==> src/rtl/fetch_stage.sv <==
// rtl/fetch_stage.sv - Instruction fetch stage with one-outstanding-request memory port
module fetch_stage #(
  parameter logic [31:0] RESET_PC  = 32'hBFC00000,
  parameter logic [31:0] NOP_INSTR = 32'h00000013
) (
  input  logic        clk,
  input  logic        rst_n,
  input  logic        stallF,
  input  logic        PCSrcE,
  input  logic [31:0] PCTargetE,
  output logic        imem_req,
  output logic [31:0] imem_addr,
  input  logic        imem_ready,
  input  logic        imem_rvalid,
  input  logic [31:0] imem_rdata,
  output logic [31:0] instrF,
  output logic [31:0] PCF,
  output logic [31:0] PCPlus4F,
  output logic        validF
);

  // REQ: request on the bus; WAIT: accepted, awaiting data;
  // HELD: instruction presented to decode; DISCARD: draining an abandoned request
  typedef enum logic [1:0] {
    S_REQ     = 2'd0,
    S_WAIT    = 2'd1,
    S_HELD    = 2'd2,
    S_DISCARD = 2'd3
  } state_t;

  state_t      state;
  logic [31:0] pc;
  logic [31:0] pc_plus4;
  logic [31:0] redirect_pc;

  assign pc_plus4    = pc + 32'd4;
  assign redirect_pc = {PCTargetE[31:2], 2'b00};

  // Request is gated by rst_n so nothing is issued while the core is held in reset
  assign imem_req  = rst_n && (state == S_REQ);
  assign imem_addr = pc;

  // Fetch FSM: a redirect wins over stall in every state; an already
  // committed request is drained through DISCARD so its data never surfaces
  always_ff @(posedge clk or negedge rst_n) begin
    if (!rst_n) begin
      state    <= S_REQ;
      pc       <= RESET_PC;
      validF   <= 1'b0;
      instrF   <= NOP_INSTR;
      PCF      <= RESET_PC;
      PCPlus4F <= RESET_PC + 32'd4;
    end else if (PCSrcE) begin
      pc     <= redirect_pc;
      validF <= 1'b0;
      instrF <= NOP_INSTR;
      case (state)
        S_REQ:     state <= imem_ready  ? S_DISCARD : S_REQ;
        S_WAIT:    state <= imem_rvalid ? S_REQ     : S_DISCARD;
        S_HELD:    state <= S_REQ;
        S_DISCARD: state <= imem_rvalid ? S_REQ     : S_DISCARD;
        default:   state <= S_REQ;
      endcase
    end else begin
      case (state)
        S_REQ: begin
          if (imem_ready) state <= S_WAIT;
        end
        S_WAIT: begin
          if (imem_rvalid) begin
            instrF   <= imem_rdata;
            PCF      <= pc;
            PCPlus4F <= pc_plus4;
            validF   <= 1'b1;
            state    <= S_HELD;
          end
        end
        S_HELD: begin
          if (!stallF) begin
            pc     <= pc_plus4;
            validF <= 1'b0;
            instrF <= NOP_INSTR;
            state  <= S_REQ;
          end
        end
        S_DISCARD: begin
          if (imem_rvalid) state <= S_REQ;
        end
        default: state <= S_REQ;
      endcase
    end
  end

endmodule

==> config.mk <==
export PLATFORM = sky130hd
export DESIGN_NAME = fetch_stage
export DESIGN_NICKNAME = d
export VERILOG_FILES = /design/src/rtl/fetch_stage.sv
export SDC_FILE = /design/constraint.sdc
export NUM_CORES = 1
export LEC_CHECK = 0
export BUFFER_PORTS_ARGS = -buffer_cell sky130_fd_sc_hd__buf_2
export CAP_MARGIN = 20
export CELL_PAD_IN_SITES_DETAIL_PLACEMENT = 1
export CELL_PAD_IN_SITES_GLOBAL_PLACEMENT = 1
export CORE_ASPECT_RATIO = 2
export CORE_MARGIN = 2
export CORE_UTILIZATION = 37
export DETAILED_ROUTE_END_ITERATION = 12
export GPL_TIMING_DRIVEN = 0
export PLACE_DENSITY_LB_ADDON = 0.12
export SLEW_MARGIN = 20
export SYNTH_ARGS = -nofsm -noshare
export SYNTH_HDL_FRONTEND = slang
export SYNTH_SLANG_ARGS = --single-unit
==> constraint.sdc <==
create_clock -name clk -period 2.9 [get_ports clk]
set_clock_uncertainty 0.1 [all_clocks]
set_input_delay 0 -clock clk [delete_from_list [all_inputs] [get_ports clk]]
set_output_delay 0 -clock clk [all_outputs]
set_load 0.02 [all_outputs]
==> impl_results.html <==
<table>
<tr><th>Metric</th><th>Value</th></tr>
<tr><th colspan="2">CTS</th></tr>
<tr><td>Count of clock tree sinks</td><td>125</td></tr>
<tr><td>Later-pin clock latency in the skew report</td><td>approximately 0.42 ns</td></tr>
<tr><td>Total clock buffers created by CTS</td><td>17</td></tr>
<tr><td>Maximum number of buffers from clock root to sink</td><td>2</td></tr>
<tr><td>Root cell of the clock tree</td><td>sky130_fd_sc_hd__clkbuf_16</td></tr>
<tr><td>CTS tree</td><td>yes</td></tr>
<tr><td>Clock-pin slew reported for the worst setup and hold paths after clock tree synthesis</td><td>0.06 ns</td></tr>
<tr><td>CTS H-Tree Depth</td><td>4</td></tr>
<tr><th colspan="2">Floorplanning</th></tr>
<tr><td>Row count</td><td>64</td></tr>
<tr><td>Number of I/O pins</td><td>200</td></tr>
<tr><td>Initial cell density of the core</td><td>0.3791</td></tr>
<tr><td>Vert. Die Dim</td><td>181.0 µm</td></tr>
<tr><td>Core Box Area</td><td>15290 µm²</td></tr>
<tr><td>Die X</td><td>~90 µm</td></tr>
<tr><td>Die outline area</td><td>16750 µm²</td></tr>
<tr><th colspan="2">Global route</th></tr>
<tr><td>Number of antenna violations at the first check in global routing</td><td>0</td></tr>
<tr><td>Global route total overflow</td><td>0</td></tr>
<tr><td>Wire length of the first global-routing pass</td><td>35250 µm</td></tr>
<tr><td>Maximum number of pins on one net before global-route repair</td><td>71</td></tr>
<tr><td>Total global-route track usage</td><td>0.2757</td></tr>
<tr><td>Vias in the first global route</td><td>6343</td></tr>
<tr><th colspan="2">STA</th></tr>
<tr><td>Tightest slew margin relative to the limit</td><td>0.2340</td></tr>
<tr><td>Final cycle utilization of the critical path</td><td>0.9326</td></tr>
<tr><td>Total Negative Setup Slacks</td><td>0 ns</td></tr>
<tr><td>Max Slew Vio Count</td><td>0</td></tr>
<tr><td>Worst Max-Slew Pin Slew</td><td>1.146 ns</td></tr>
<tr><td>RSZ-0062 raised after global routing</td><td>no</td></tr>
<tr><td>Post-layout minimum cycle time</td><td>about 2.7 ns</td></tr>
<tr><td>Final setup viols</td><td>0</td></tr>
<tr><td>Achievable Freq</td><td>369.8 MHz</td></tr>
<tr><td>Hold Violations, Final</td><td>0</td></tr>
<tr><th colspan="2">Final layout</th></tr>
<tr><td>Number of antenna cells inserted</td><td>0</td></tr>
<tr><td>Final layout net count</td><td>953</td></tr>
<tr><td>Final-layout fill cell count</td><td>around 1.8k</td></tr>
<tr><td>Share of layout cells above drive strength 1</td><td>0.3106</td></tr>
<tr><td>Area Growth Syn to Fin</td><td>44.11%</td></tr>
<tr><td>Commonest non-fill, non-tap cell in the layout</td><td>sky130_fd_sc_hd__buf_2</td></tr>
<tr><td>Final core utilization</td><td>0.5463</td></tr>
<tr><td>Most frequent cells in the layout</td><td>sky130_fd_sc_hd__buf_2, sky130_fd_sc_hd__nand2_1, sky130_fd_sc_hd__dfrtp_1, sky130_fd_sc_hd__dlygate4sd3_1, sky130_fd_sc_hd__clkbuf_1</td></tr>
<tr><th colspan="2">Synth</th></tr>
<tr><td>Yosys warning total</td><td>0</td></tr>
<tr><td>Count of flip-flops with a built-in enable after synthesis</td><td>0</td></tr>
<tr><td>Mean instance size in the synthesized netlist</td><td>9.647 µm²</td></tr>
<tr><td>Predominant post-synthesis flop cell</td><td>sky130_fd_sc_hd__dfrtp_1</td></tr>
<tr><td>Register bit count reported by yosys</td><td>125</td></tr>
<tr><td>Unique cell type count in the Yosys netlist</td><td>46</td></tr>
<tr><td>Cell area after synthesis</td><td>5798 µm²</td></tr>
<tr><td>Dominant cells by area after synthesis</td><td>sky130_fd_sc_hd__dfrtp_1, sky130_fd_sc_hd__dfstp_2, sky130_fd_sc_hd__nand2_1</td></tr>
<tr><td>Fraction of the yosys area taken by sequential cells</td><td>0.5462</td></tr>
<tr><td>Asr flop ratio synth</td><td>1.000</td></tr>
<tr><td>Leading area contributor after synthesis</td><td>sky130_fd_sc_hd__dfrtp_1</td></tr>
<tr><td>Portion of synthesized cell area occupied by the leading cell type</td><td>0.4057</td></tr>
<tr><td>Instance count of the mapped netlist</td><td>601</td></tr>
<tr><th colspan="2">Place</th></tr>
<tr><td>Count of buffers from port buffering</td><td>190</td></tr>
<tr><td>Final Wtd Congestion</td><td>0.8237</td></tr>
<tr><td>Placed wire-length estimate</td><td>15350 µm</td></tr>
<tr><th colspan="2">Worst setup path</th></tr>
<tr><td>Buffers plus inverters on the worst setup path</td><td>3</td></tr>
<tr><td>Crit path max fanout</td><td>10</td></tr>
<tr><td>Slowest cell on the critical path</td><td>sky130_fd_sc_hd__or4_1</td></tr>
<tr><td>Worst path cell trace</td><td>clkbuf_2 -&gt; nand4_2 -&gt; or4_1 -&gt; clkbuf_1 -&gt; clkbuf_1 -&gt; o41ai_1 -&gt; a31oi_1</td></tr>
<tr><td>R2R setup slack</td><td>0.20 ns</td></tr>
<tr><td>Worst R2R Start</td><td>imem_addr[7]</td></tr>
<tr><td>Kind of start point of the critical path</td><td>register</td></tr>
<tr><td>Setup crit end kind</td><td>register</td></tr>
<tr><td>Largest stage delay on the critical path</td><td>0.56 ns</td></tr>
<tr><td>Crit path depth</td><td>7</td></tr>
<tr><td>Arrival time reported for the critical path endpoint</td><td>2.92 ns</td></tr>
<tr><td>CP most frequent cell</td><td>sky130_fd_sc_hd__clkbuf_1</td></tr>
<tr><td>Number of cell instances on the worst register-to-register path</td><td>7</td></tr>
<tr><td>Critical setup path kind</td><td>register to register</td></tr>
<tr><td>Endpoint of the most critical register-to-register path</td><td>imem_addr[25]</td></tr>
<tr><td>Worst endpoint required time</td><td>approximately 3.1 ns</td></tr>
<tr><td>Crit-path leading delay family</td><td>buffers and inverters</td></tr>
<tr><th colspan="2">Pwr</th></tr>
<tr><td>Pleak</td><td>3.915 nW</td></tr>
<tr><td>Share of total power in the clock network</td><td>0.312</td></tr>
<tr><td>Pwr Density</td><td>893.5 nW/µm²</td></tr>
<tr><td>Worst ir drop on vdd</td><td>a little over 0.5 mV</td></tr>
<tr><td>Combinational power share</td><td>0.323</td></tr>
<tr><td>Share of total power in sequential cells</td><td>0.365</td></tr>
<tr><td>Switching fraction of total power</td><td>0.3783</td></tr>
<tr><td>Total net switching power</td><td>~2.8 mW</td></tr>
<tr><td>Cell-internal power</td><td>4.642 mW</td></tr>
<tr><th colspan="2">Status</th></tr>
<tr><td>Run status</td><td>finished clean</td></tr>
<tr><th colspan="2">Hold path</th></tr>
<tr><td>Min-Delay Path Class</td><td>primary input to asynchronous set/reset pin</td></tr>
<tr><th colspan="2">Route</th></tr>
<tr><td>Average wire length per cell after detail routing</td><td>around 21 µm</td></tr>
<tr><td>Post-DR vias/cell</td><td>~5.3</td></tr>
<tr><td>Via count</td><td>around 5.8k</td></tr>
<tr><td>Iteration count of the initial detailed-routing pass</td><td>4</td></tr>
<tr><td>Routed Antenna Nets</td><td>0</td></tr>
<tr><td>DRT iter0 DRCs</td><td>191</td></tr>
<tr><td>DRT Wirelength</td><td>22480 µm</td></tr>
<tr><td>Post-detailed-route DRC marker count</td><td>0</td></tr>
<tr><th colspan="2">Flow run</th></tr>
<tr><td>Max-capacitance violation count</td><td>0</td></tr>
</table>
## synth_stat cells, types with 2 or more instances
| library cell | number |
|---|---|
| sky130_fd_sc_hd__nand2_1 | 145 |
| sky130_fd_sc_hd__dfrtp_1 | 94 |
| sky130_fd_sc_hd__clkbuf_1 | 39 |
| sky130_fd_sc_hd__o21ai_0 | 35 |
| sky130_fd_sc_hd__dfstp_2 | 31 |
| sky130_fd_sc_hd__nor2_1 | 31 |
| sky130_fd_sc_hd__a22o_1 | 29 |
| sky130_fd_sc_hd__or4_1 | 29 |
| sky130_fd_sc_hd__a31oi_1 | 24 |
| sky130_fd_sc_hd__o31ai_1 | 16 |
| sky130_fd_sc_hd__xnor2_1 | 16 |
| sky130_fd_sc_hd__nand3_1 | 11 |
| sky130_fd_sc_hd__nand4_1 | 10 |
| sky130_fd_sc_hd__or3_1 | 10 |
| sky130_fd_sc_hd__xor2_1 | 10 |
| sky130_fd_sc_hd__buf_2 | 9 |
| sky130_fd_sc_hd__nor3_1 | 7 |
| sky130_fd_sc_hd__buf_4 | 6 |
| sky130_fd_sc_hd__nor4_1 | 5 |
| sky130_fd_sc_hd__o21bai_1 | 5 |
| sky130_fd_sc_hd__or2_2 | 4 |
| sky130_fd_sc_hd__buf_1 | 3 |
| sky130_fd_sc_hd__o22a_1 | 3 |
| sky130_fd_sc_hd__or4b_1 | 3 |
| sky130_fd_sc_hd__and2_1 | 2 |
| sky130_fd_sc_hd__clkbuf_2 | 2 |
| sky130_fd_sc_hd__inv_1 | 2 |
| sky130_fd_sc_hd__o41ai_1 | 2 |
## layout make-up
class / instances / area, µm² / area share
flip-flops and latches: 125 / 3167 / 0.3790
multi-input cells: 420 / 2385 / 0.2854
repair buffers: 258 / 1655 / 0.1981
clock buffers: 17 / 425.4 / 0.05091
plain buffers: 58 / 254.0 / 0.03040
well taps: 198 / 247.7 / 0.02965
clock inverters: 15 / 214.0 / 0.02561
inverters: 2 / 7.507 / 0.0008985
## kinds of logic (layout without fill, tap and decap cells)
logic type      Yosys count  in the layout  synth area share
mux                       1              1          0.001726
simple gates            267            267            0.2221
flops                   125            125            0.5462
compound gates          119            119            0.1422
xor+xnor                 26             26           0.03927
buf+inv                  61            350           0.04575
fa+ha+maj                 1              1          0.002158
other cells               1              6         0.0006468
## layer usage
layer,vias up,part of all wire,track usage
met5,-,0,0
met4,0,0.029,0.1140
met3,41,0.036,0.05296
met2,182,0.57,0.5197
met1,2890,0.37,0.2915
li1,2675,-,-
## worst max path at each step
stage                  startpoint             to
global route        imem_addr[18]  imem_addr[31]
global placement            rst_n      instrF[3]
finish               imem_addr[7]  imem_addr[25]
floorplan           imem_addr[10]  imem_addr[30]
CTS                  imem_addr[9]  imem_addr[25]
detailed placement   imem_addr[9]  imem_addr[25]
## registers in the layout, indices dropped and copies added, names as in the netlist
register   flops
instrF        32
state          2
validF         1
PCPlus4F      30
PCF           30
imem_addr     30
## metrics by stage
step | hold slack [ns] | power [mW] | std cells | area (µm²) | setup slack (ns)
after global routing | 0.06559 | 7.845 | 1093 | 8356 | 0.04282
after detailed placement | -0.09019 | 5.063 | 995 | 7049 | 0.07585
final | 0.01940 | 7.466 | 1093 | 8356 | 0.1956
after global placement | 0.1146 | 4.965 | 994 | 7015 | 0.1305
after floorplan | -0.3956 | 4.083 | 606 | 5817 | 0.5052
after CTS | 0.03907 | 7.492 | 1094 | 8359 | 0.05361
## power by group through the flow
| stage | Combinational, mW | Sequential [mW] | Clock, mW |
|---|---|---|---|
| CTS | 2.43 | 2.72 | 2.34 |
| global route | 2.61 | 2.80 | 2.43 |
| global placement | 2.26 | 2.71 | 0 |
| finish | 2.41 | 2.73 | 2.33 |
| detailed placement | 2.33 | 2.74 | 0 |
| floorplan | 0.748 | 3.33 | 0 |
## timing repair
item	4_1_cts	5_1_grt
resized for setup	0	0
buffers inserted	0	0
hold buffers	67	0
endpoints found under the setup margin	0	2
hold endpoints to repair	183	0
Note: power is estimated with default switching activity, not from simulation.
